### config.mk
export PLATFORM = sky130hd
export DESIGN_NAME = mc_control_unit
export DESIGN_NICKNAME = d
export VERILOG_FILES = /design/src/rtl/mc_control_unit.sv
export SDC_FILE = /design/constraint.sdc
export NUM_CORES = 1
export LEC_CHECK = 0
export ABC_AREA = 1
export BUFFER_PORTS_ARGS = -buffer_cell sky130_fd_sc_hd__buf_4
export CELL_PAD_IN_SITES_DETAIL_PLACEMENT = 1
export CELL_PAD_IN_SITES_GLOBAL_PLACEMENT = 2
export CORE_UTILIZATION = 21
export DETAILED_ROUTE_END_ITERATION = 6
export PLACE_DENSITY = 0.74
export SLEW_MARGIN = 0
export SYNTH_ARGS = -nofsm -noshare
export SYNTH_HDL_FRONTEND = slang
export SYNTH_SLANG_ARGS = --single-unit
### constraint.sdc
create_clock -name clk -period 1.8 [get_ports clk]
set_clock_uncertainty 0.15 [all_clocks]
set_input_delay 0.45 -clock clk [delete_from_list [all_inputs] [get_ports clk]]
set_output_delay 0.45 -clock clk [all_outputs]
set_load 0.1 [all_outputs]
### src/rtl/mc_control_unit.sv
// mc_control_unit: multicycle MIPS control FSM with configurable memory latency and EPC-based traps.
// Owns no data; decodes opcode/funct into datapath strobes and mux selects.
module mc_control_unit #(
    parameter int MEM_LAT = 1,
    parameter bit OVF_EXC = 1'b1
) (
    input  logic       clk,
    input  logic       rst,
    input  logic       overflow_i,
    input  logic       zero_i,
    input  logic [5:0] opcode_i,
    input  logic [5:0] funct_i,
    output logic       PCWrite_o,
    output logic       memRW_o,
    output logic       IRWrite_o,
    output logic       RegWrite_o,
    output logic       ABWrite_o,
    output logic       AluOutWrite_o,
    output logic       EpcWrite_o,
    output logic [2:0] aluOP_o,
    output logic [2:0] muxIord_o,
    output logic [1:0] muxAluSrcA_o,
    output logic [1:0] muxAluSrcB_o,
    output logic [2:0] muxRegDst_o,
    output logic [2:0] muxMemToReg_o,
    output logic [2:0] muxPCSource_o,
    output logic [1:0] excCode_o
);
    typedef enum logic [4:0] {
        S_RESET, S_FETCH, S_DECODE, S_REGREAD, S_EX_R, S_WB_R, S_EX_I, S_WB_I, S_BR,
        S_ADDR, S_MEM_RD, S_WB_LD, S_MEM_WR, S_JR, S_RTE, S_J, S_JAL, S_EXC
    } state_t;
    state_t     state_q, state_d;
    logic [3:0] cnt_q, cnt_d;
    logic [1:0] exc_q, exc_d;
    logic       mem_done;
    // Counter restarts on every state change, so it only ever counts memory-wait cycles.
    assign mem_done  = cnt_q == 4'(MEM_LAT - 1);
    assign cnt_d     = (state_d == state_q) ? cnt_q + 4'd1 : 4'd0;
    assign excCode_o = exc_q;
    always_ff @(posedge clk) begin
        if (rst) begin
            state_q <= S_RESET;
            cnt_q   <= 4'd0;
            exc_q   <= 2'b00;
        end else begin
            state_q <= state_d;
            cnt_q   <= cnt_d;
            exc_q   <= exc_d;
        end
    end
    always_comb begin
        state_d       = state_q;
        exc_d         = exc_q;
        PCWrite_o     = 1'b0;
        memRW_o       = 1'b0;
        IRWrite_o     = 1'b0;
        RegWrite_o    = 1'b0;
        ABWrite_o     = 1'b0;
        AluOutWrite_o = 1'b0;
        EpcWrite_o    = 1'b0;
        aluOP_o       = 3'b000;
        muxIord_o     = 3'b000;
        muxAluSrcA_o  = 2'b00;
        muxAluSrcB_o  = 2'b00;
        muxRegDst_o   = 3'b000;
        muxMemToReg_o = 3'b000;
        muxPCSource_o = 3'b000;
        case (state_q)
            S_RESET: begin
                RegWrite_o  = 1'b1;
                muxRegDst_o = 3'b100;
                state_d     = S_FETCH;
            end
            S_FETCH: state_d = mem_done ? S_DECODE : S_FETCH;
            S_DECODE: begin
                muxAluSrcB_o  = 2'b01;
                aluOP_o       = 3'b001;
                muxPCSource_o = 3'b001;
                PCWrite_o     = 1'b1;
                IRWrite_o     = 1'b1;
                state_d       = S_REGREAD;
            end
            S_REGREAD: begin
                ABWrite_o     = 1'b1;
                muxAluSrcB_o  = 2'b11;
                aluOP_o       = 3'b001;
                AluOutWrite_o = 1'b1;
                case (opcode_i)
                    6'h00: case (funct_i)
                        6'h20, 6'h22, 6'h24: state_d = S_EX_R;
                        6'h08: state_d = S_JR;
                        6'h13: state_d = S_RTE;
                        default: begin
                            state_d = S_EXC;
                            exc_d   = 2'b01;
                        end
                    endcase
                    6'h08, 6'h09: state_d = S_EX_I;
                    6'h04, 6'h05: state_d = S_BR;
                    6'h23, 6'h2B: state_d = S_ADDR;
                    6'h02: state_d = S_J;
                    6'h03: state_d = S_JAL;
                    default: begin
                        state_d = S_EXC;
                        exc_d   = 2'b01;
                    end
                endcase
            end
            S_EX_R: begin
                muxAluSrcA_o  = 2'b10;
                aluOP_o       = (funct_i == 6'h22) ? 3'b010 : (funct_i == 6'h24) ? 3'b011 : 3'b001;
                AluOutWrite_o = 1'b1;
                state_d       = S_WB_R;
                if (overflow_i && OVF_EXC && funct_i != 6'h24) begin
                    state_d = S_EXC;
                    exc_d   = 2'b10;
                end
            end
            S_WB_R: begin
                RegWrite_o    = 1'b1;
                muxRegDst_o   = 3'b010;
                muxMemToReg_o = 3'b110;
                state_d       = S_FETCH;
            end
            S_EX_I: begin
                muxAluSrcA_o  = 2'b10;
                muxAluSrcB_o  = 2'b10;
                aluOP_o       = 3'b001;
                AluOutWrite_o = 1'b1;
                state_d       = S_WB_I;
                if (overflow_i && OVF_EXC && opcode_i == 6'h08) begin
                    state_d = S_EXC;
                    exc_d   = 2'b10;
                end
            end
            S_WB_I: begin
                RegWrite_o    = 1'b1;
                muxMemToReg_o = 3'b110;
                state_d       = S_FETCH;
            end
            S_BR: begin
                muxAluSrcA_o  = 2'b10;
                aluOP_o       = 3'b010;
                muxPCSource_o = 3'b010;
                PCWrite_o     = (opcode_i == 6'h04 && zero_i) || (opcode_i == 6'h05 && !zero_i);
                state_d       = S_FETCH;
            end
            S_ADDR: begin
                muxAluSrcA_o  = 2'b10;
                muxAluSrcB_o  = 2'b10;
                aluOP_o       = 3'b001;
                AluOutWrite_o = 1'b1;
                state_d       = (opcode_i == 6'h23) ? S_MEM_RD : S_MEM_WR;
            end
            S_MEM_RD: begin
                muxIord_o = 3'b001;
                state_d   = mem_done ? S_WB_LD : S_MEM_RD;
            end
            S_WB_LD: begin
                RegWrite_o    = 1'b1;
                muxMemToReg_o = 3'b001;
                state_d       = S_FETCH;
            end
            S_MEM_WR: begin
                muxIord_o = 3'b001;
                memRW_o   = 1'b1;
                state_d   = mem_done ? S_FETCH : S_MEM_WR;
            end
            S_JR: begin
                muxAluSrcA_o  = 2'b10;
                muxPCSource_o = 3'b001;
                PCWrite_o     = 1'b1;
                state_d       = S_FETCH;
            end
            S_RTE: begin
                muxPCSource_o = 3'b101;
                PCWrite_o     = 1'b1;
                state_d       = S_FETCH;
            end
            S_J: begin
                muxPCSource_o = 3'b110;
                PCWrite_o     = 1'b1;
                state_d       = S_FETCH;
            end
            S_JAL: begin
                RegWrite_o    = 1'b1;
                muxRegDst_o   = 3'b011;
                muxMemToReg_o = 3'b011;
                state_d       = S_J;
            end
            S_EXC: begin
                EpcWrite_o    = 1'b1;
                muxAluSrcB_o  = 2'b01;
                aluOP_o       = 3'b010;
                muxPCSource_o = 3'b100;
                PCWrite_o     = 1'b1;
                state_d       = S_FETCH;
            end
            default: state_d = S_RESET;
        endcase
    end
endmodule

### Yosys cells after proc, flatten, opt, wreduce, memory -nomap -nowiden

Index checks and enable logic that the tools add are counted.

| word-level totals | value |
|---|---|
| flip-flop bits (word level) | 11 |
| input bits | 16 |
| output and inout bits | 28 |
| logic and storage cells | 101 |

| operators by class | value |
|---|---|
| $add $sub $neg | 1 |
| eq/ne operators | 36 |
| muxes and demuxes | 30 |
| bitwise operators | 1 |
| reduce and logical (&&, ||, !) cells | 30 |

Operators by type and width:

| kind | number |
|---|---|
| $pmux 5 s10 | 1 |
| $eq 5x4->1 const B | 8 |
| $eq 6x6->1 const B | 5 |
| $pmux 5 s6 | 1 |
| $eq 5x3->1 const B | 4 |
| $reduce_or 2->1 | 10 |
| $reduce_or 5->1 | 4 |
| $eq 6x4->1 const B | 3 |
| $pmux 2 s3 | 3 |
| $pmux 3 s3 | 2 |
| $pmux 3 s5 | 1 |
| $pmux 5 s3 | 1 |
| $mux 2 | 7 |
| $eq 6x2->1 const B | 2 |
| $eq 6x3->1 const B | 2 |
| $eq 5x2->1 const B | 2 |
| $eq 5x5->1 const B | 2 |
| $mux 5 | 2 |
| $reduce_or 9->1 | 1 |
| $mux 1 | 8 |
| $reduce_or 4->1 | 2 |
| $reduce_or 8->1 | 1 |
| $eq 6x5->1 const B | 1 |
| $logic_not 6->1 | 1 |
| other kinds (19) | 24 |

### Longest topological paths before layout

| depth | value |
|---|---|
| depth after elaboration | 8 |
| depth in mapped cells | 15 |

### Worst setup path after synthesis

Ideal clock, no wire load.

| path | value |
|---|---|
| kind | input to output |
| from | input port opcode_i[5] |
| to | output port PCWrite_o |
| arrival time | 3136 ps |
| required time | 1200 ps |
| setup slack | -1936 ps |
| stages on the path | 3 |
| buffers on the path | 0 |
| cells stage by stage | nor2_1 -> nand3_1 -> o31ai_1 |

| between the ends | value |
|---|---|
| cells in the longest elaborated chain, start to end | 4 |

RTL lines:

| item | line | text |
|---|---|---|
| from (decl) | 11 | `input logic [5:0] opcode_i,` |
| $eq 6x3->1 | 146 | `PCWrite_o = (opcode_i == 6'h04 && zero_i) \|\| (opcode_i == 6'h05 && !zero_i);` |
| $logic_and 1x1->1 | 146 |  |
| $logic_or 1x1->1 (*) | 146 |  |
| $pmux 1 s2 (*) | 69 | `case (state_q)` |
| to (decl) | 13 | `output logic PCWrite_o,` |

Every way passes the cells marked *; elsewhere a longest branch is shown, timed or not.

### Worst setup path after layout

Ends and elaborated chain as after synthesis.

==> metrics.md <==
| Metric | Value |
|---|---|
| Cell Area, Synth | 1250 µm² |
| Skew-Pair Late Insertion Delay | 0.24 ns |
| Gate power share | 0.845 |
| Worst Hold End | state_q[2]$_SDFF_PP0_ |
| GRT Util Overall | 0.198 |
| Hold_ws | 0.274 ns |
| Initial Utilization | 0.222 |
| Net Sw Frac | 0.559 |
| Fin Setup TNS | -6.60 ns |
| Setup Crit Path Kind | in2out |
| Min Clock Period, post-route | 2.14 ns |
| Reg-to-reg slack, setup | -0.25 ns |
| Largest area contributor in the netlist | dfxtp_1 |
| Initial antenna violation count | 0 |
| HP Start | rst |
| Pwr per Cell Area | 1370 nW/µm² |
| Vias in the first global route | 2054 |
| Final hold violation count | 0 |
| Nets@finish | 382 |
| Post-DP HPWL | 4460 µm |
| Unrepaired setup endpoints after global routing | yes |
| Period utilization | 1.19 |
| Layout area overhead | 138% |
| Fillers | 692 |
| # setup viols final | 28 |
| Post-synthesis cell type count | 25 |
| Top cell type's share of synthesized area | 0.175 |
| Critical path launch point | opcode_i[5] |
| # diodes | 0 |
| Total die area | 6290 µm² |
| CTS tree | done |
| FF-to-FF End | cnt_q[3]$_SDFF_PP0_ |
| Share of layout cells above drive strength 1 | 0.573 |
| CP startpoint kind | primary input |
| Failing checks | negative setup slack |
| # DRC | 0 |
| Net Sw Power | 2.29 mW |
| Number of I/O pins | 44 |
| WP data required | 1.20 ns |
| Drt total wl | 6180 µm |
| Final worst slack | -0.343 ns |
| Maximum root-to-sink buffer count | 2 |
| Worst-path maximum fanout | 6 |
| Clock power share | 0.062 |
| Max Freq | 467 MHz |
| Vias per inst | 4.46 |
| Hold_buf cts | 0 |
| Hold Path Depth | 2 |
| Placed Instances | 416 |
| Worst VDD drop | 0.000965 V |
| Initial drt markers | 46 |
| Worst Hold Class | in2reg |
| Sink Count | 11 |
| Ranking of synthesized cells by area | dfxtp_1 18%, nand2_1 17%, nor2_1 16%, nand3_1 11%, inv_1 9.6% |
| Final Slew Violations | 0 |
| Synth Warn # | 0 |
| CTS Root Cell | clkbuf_8 |
| Leak Pwr | 1.48 nW |
| Die Ht | 79.3 µm |
| Row count | 27 |
| CP arrival | 1.54 ns |
| Final std cells w/o fill | 435 |
| Via count | 1939 |
| Detailed-router iteration count before antenna repair | 6 |
| Die width | 79.3 µm |
| P_int | 1.81 mW |
| First-pass GRT wire length | 9720 µm |
| Gate Count Post-Synth | 240 |
| Sequential element share of the synthesized area | 0.175 |
| Worst reg2reg startpoint | state_q[0]$_SDFF_PP0_ |
| Sequential power share | 0.093 |
| Worst Reg-to-Reg Cells | 14 |
| Commonest non-fill, non-tap cell in the layout | buf_4 |
| CP endpoint kind | output port |
| H-tree depth | 1 |
| Mapped Avg Cell Area | 5.23 µm² |
| Reg area | 239 µm² |
| Area of the multi-input gates | 1250 µm² |
| Clk slew on worst S/H paths | 0.05 ns |
| Run status | complete, but fails checks |
| Port Buffers | 39 |
| Pin count of the biggest net entering global routing | 9 |
| Core area | 5640 µm² |
| Share of the core filled with cells | 0.530 |
| Inserted Clock Buffers | 3 |
| Final ANT Viol Nets | 0 |
| DR WL/cell | 14.2 µm |
| Place WS | -0.377 ns |
| Commonest non-fill, non-tap cells in the layout | 92 x buf_4, 40 x nand2_1, 34 x nor2_1 |
| FF+latch count, synth | 11 |
| GRT overflow | 0 |
| Placer Congestion | 0.816 |
| # Max-Cap Violations | 0 |
-- cells in the mapped netlist, drive strengths merged --
cell type / number
xnor2: 2
nand3: 29
ha: 2
conb: 1
xor2: 1
inv: 38
o31ai: 1
or2: 1
nor3: 4
o21ai: 13
nand3b: 2
buf: 5
nand4: 1
dfxtp: 11
a21oi: 9
nor4: 1
nand2: 59
nor2: 60
-- worst max-delay path, cell delays in order --
cell	delay [ns]
buf_4	0.13
nor2_4	0.19
nand3_2	0.12
buf_4	0.16
o31ai_4	0.28
buf_12	0.21
-- layer usage --
layer	up-vias	routed length, µm	global-route usage
met5	-	0	0
met4	0	42	0.0436
met3	4	91	0.0138
met2	28	3330	0.382
met1	918	2720	0.236
li1	989	-	-
-- state kept, by name, indices dropped and copies added (netlist names) --
name and cells:
cnt_q 4, excCode_o 2, state_q 5
-- layout make-up --
type,count,share of cell area
Clock buffer,4,0.0151
Inverter,38,0.0573
Multi-Input combinational cell,189,0.416
Sequential cell,11,0.0798
Tap cell,72,0.0301
Timing Repair Buffer,121,0.401
-- kinds of logic (layout without fill, tap and decap cells) --
kind of cell    Yosys count  in the layout  share of synthesized area
flops                    11             11                      0.175
simple gates            157            157                      0.546
compound gates           23             23                     0.0937
xor+xnor                  3              3                     0.0209
other cells               1              4                    0.00299
fa+ha+maj                 2              2                     0.0199
buf+inv                  43            163                      0.141
-- repair_timing --
action | in CTS | in global routing
cloned | 0 | 0
setup buffers | 11 | 4
endpoints found under the setup margin | 27 | 31
pin swaps | 10 | 4
resized for setup | 98 | 33
-- power by group through the flow --
stage	registers, mW	clock network [mW]	logic (mW)
after floorplan	0.415	0	1.77
after global placement	0.353	0	2.58
after detailed placement	0.354	0	2.61
after CTS	0.371	0.259	3.19
after global routing	0.386	0.275	3.66
final	0.380	0.255	3.47
-- metrics by stage --
| stage | area [µm²] | total power, mW |
|---|---|---|
| final | 2990 | 4.10 |
| after global placement | 2340 | 2.93 |
| after detailed placement | 2340 | 2.96 |
| after floorplan | 1480 | 2.19 |
| after CTS | 2840 | 3.82 |
| after global routing | 2990 | 4.32 |
-- how the worst max path moves through the flow --
stage | end | slack [ns] | depth (start not counted)
2_1_floorplan | PCWrite_o | -0.42 | 7
3_3_place_gp | PCWrite_o | -0.33 | 6
3_5_place_dp | cnt_q[1]$_SDFF_PP0_ | -0.38 | 12
4_1_cts | PCWrite_o | -0.32 | 8
5_1_grt | cnt_q[3]$_SDFF_PP0_ | -0.40 | 14
6_report | PCWrite_o | -0.34 | 6
Power figures use the tool's default switching activity.
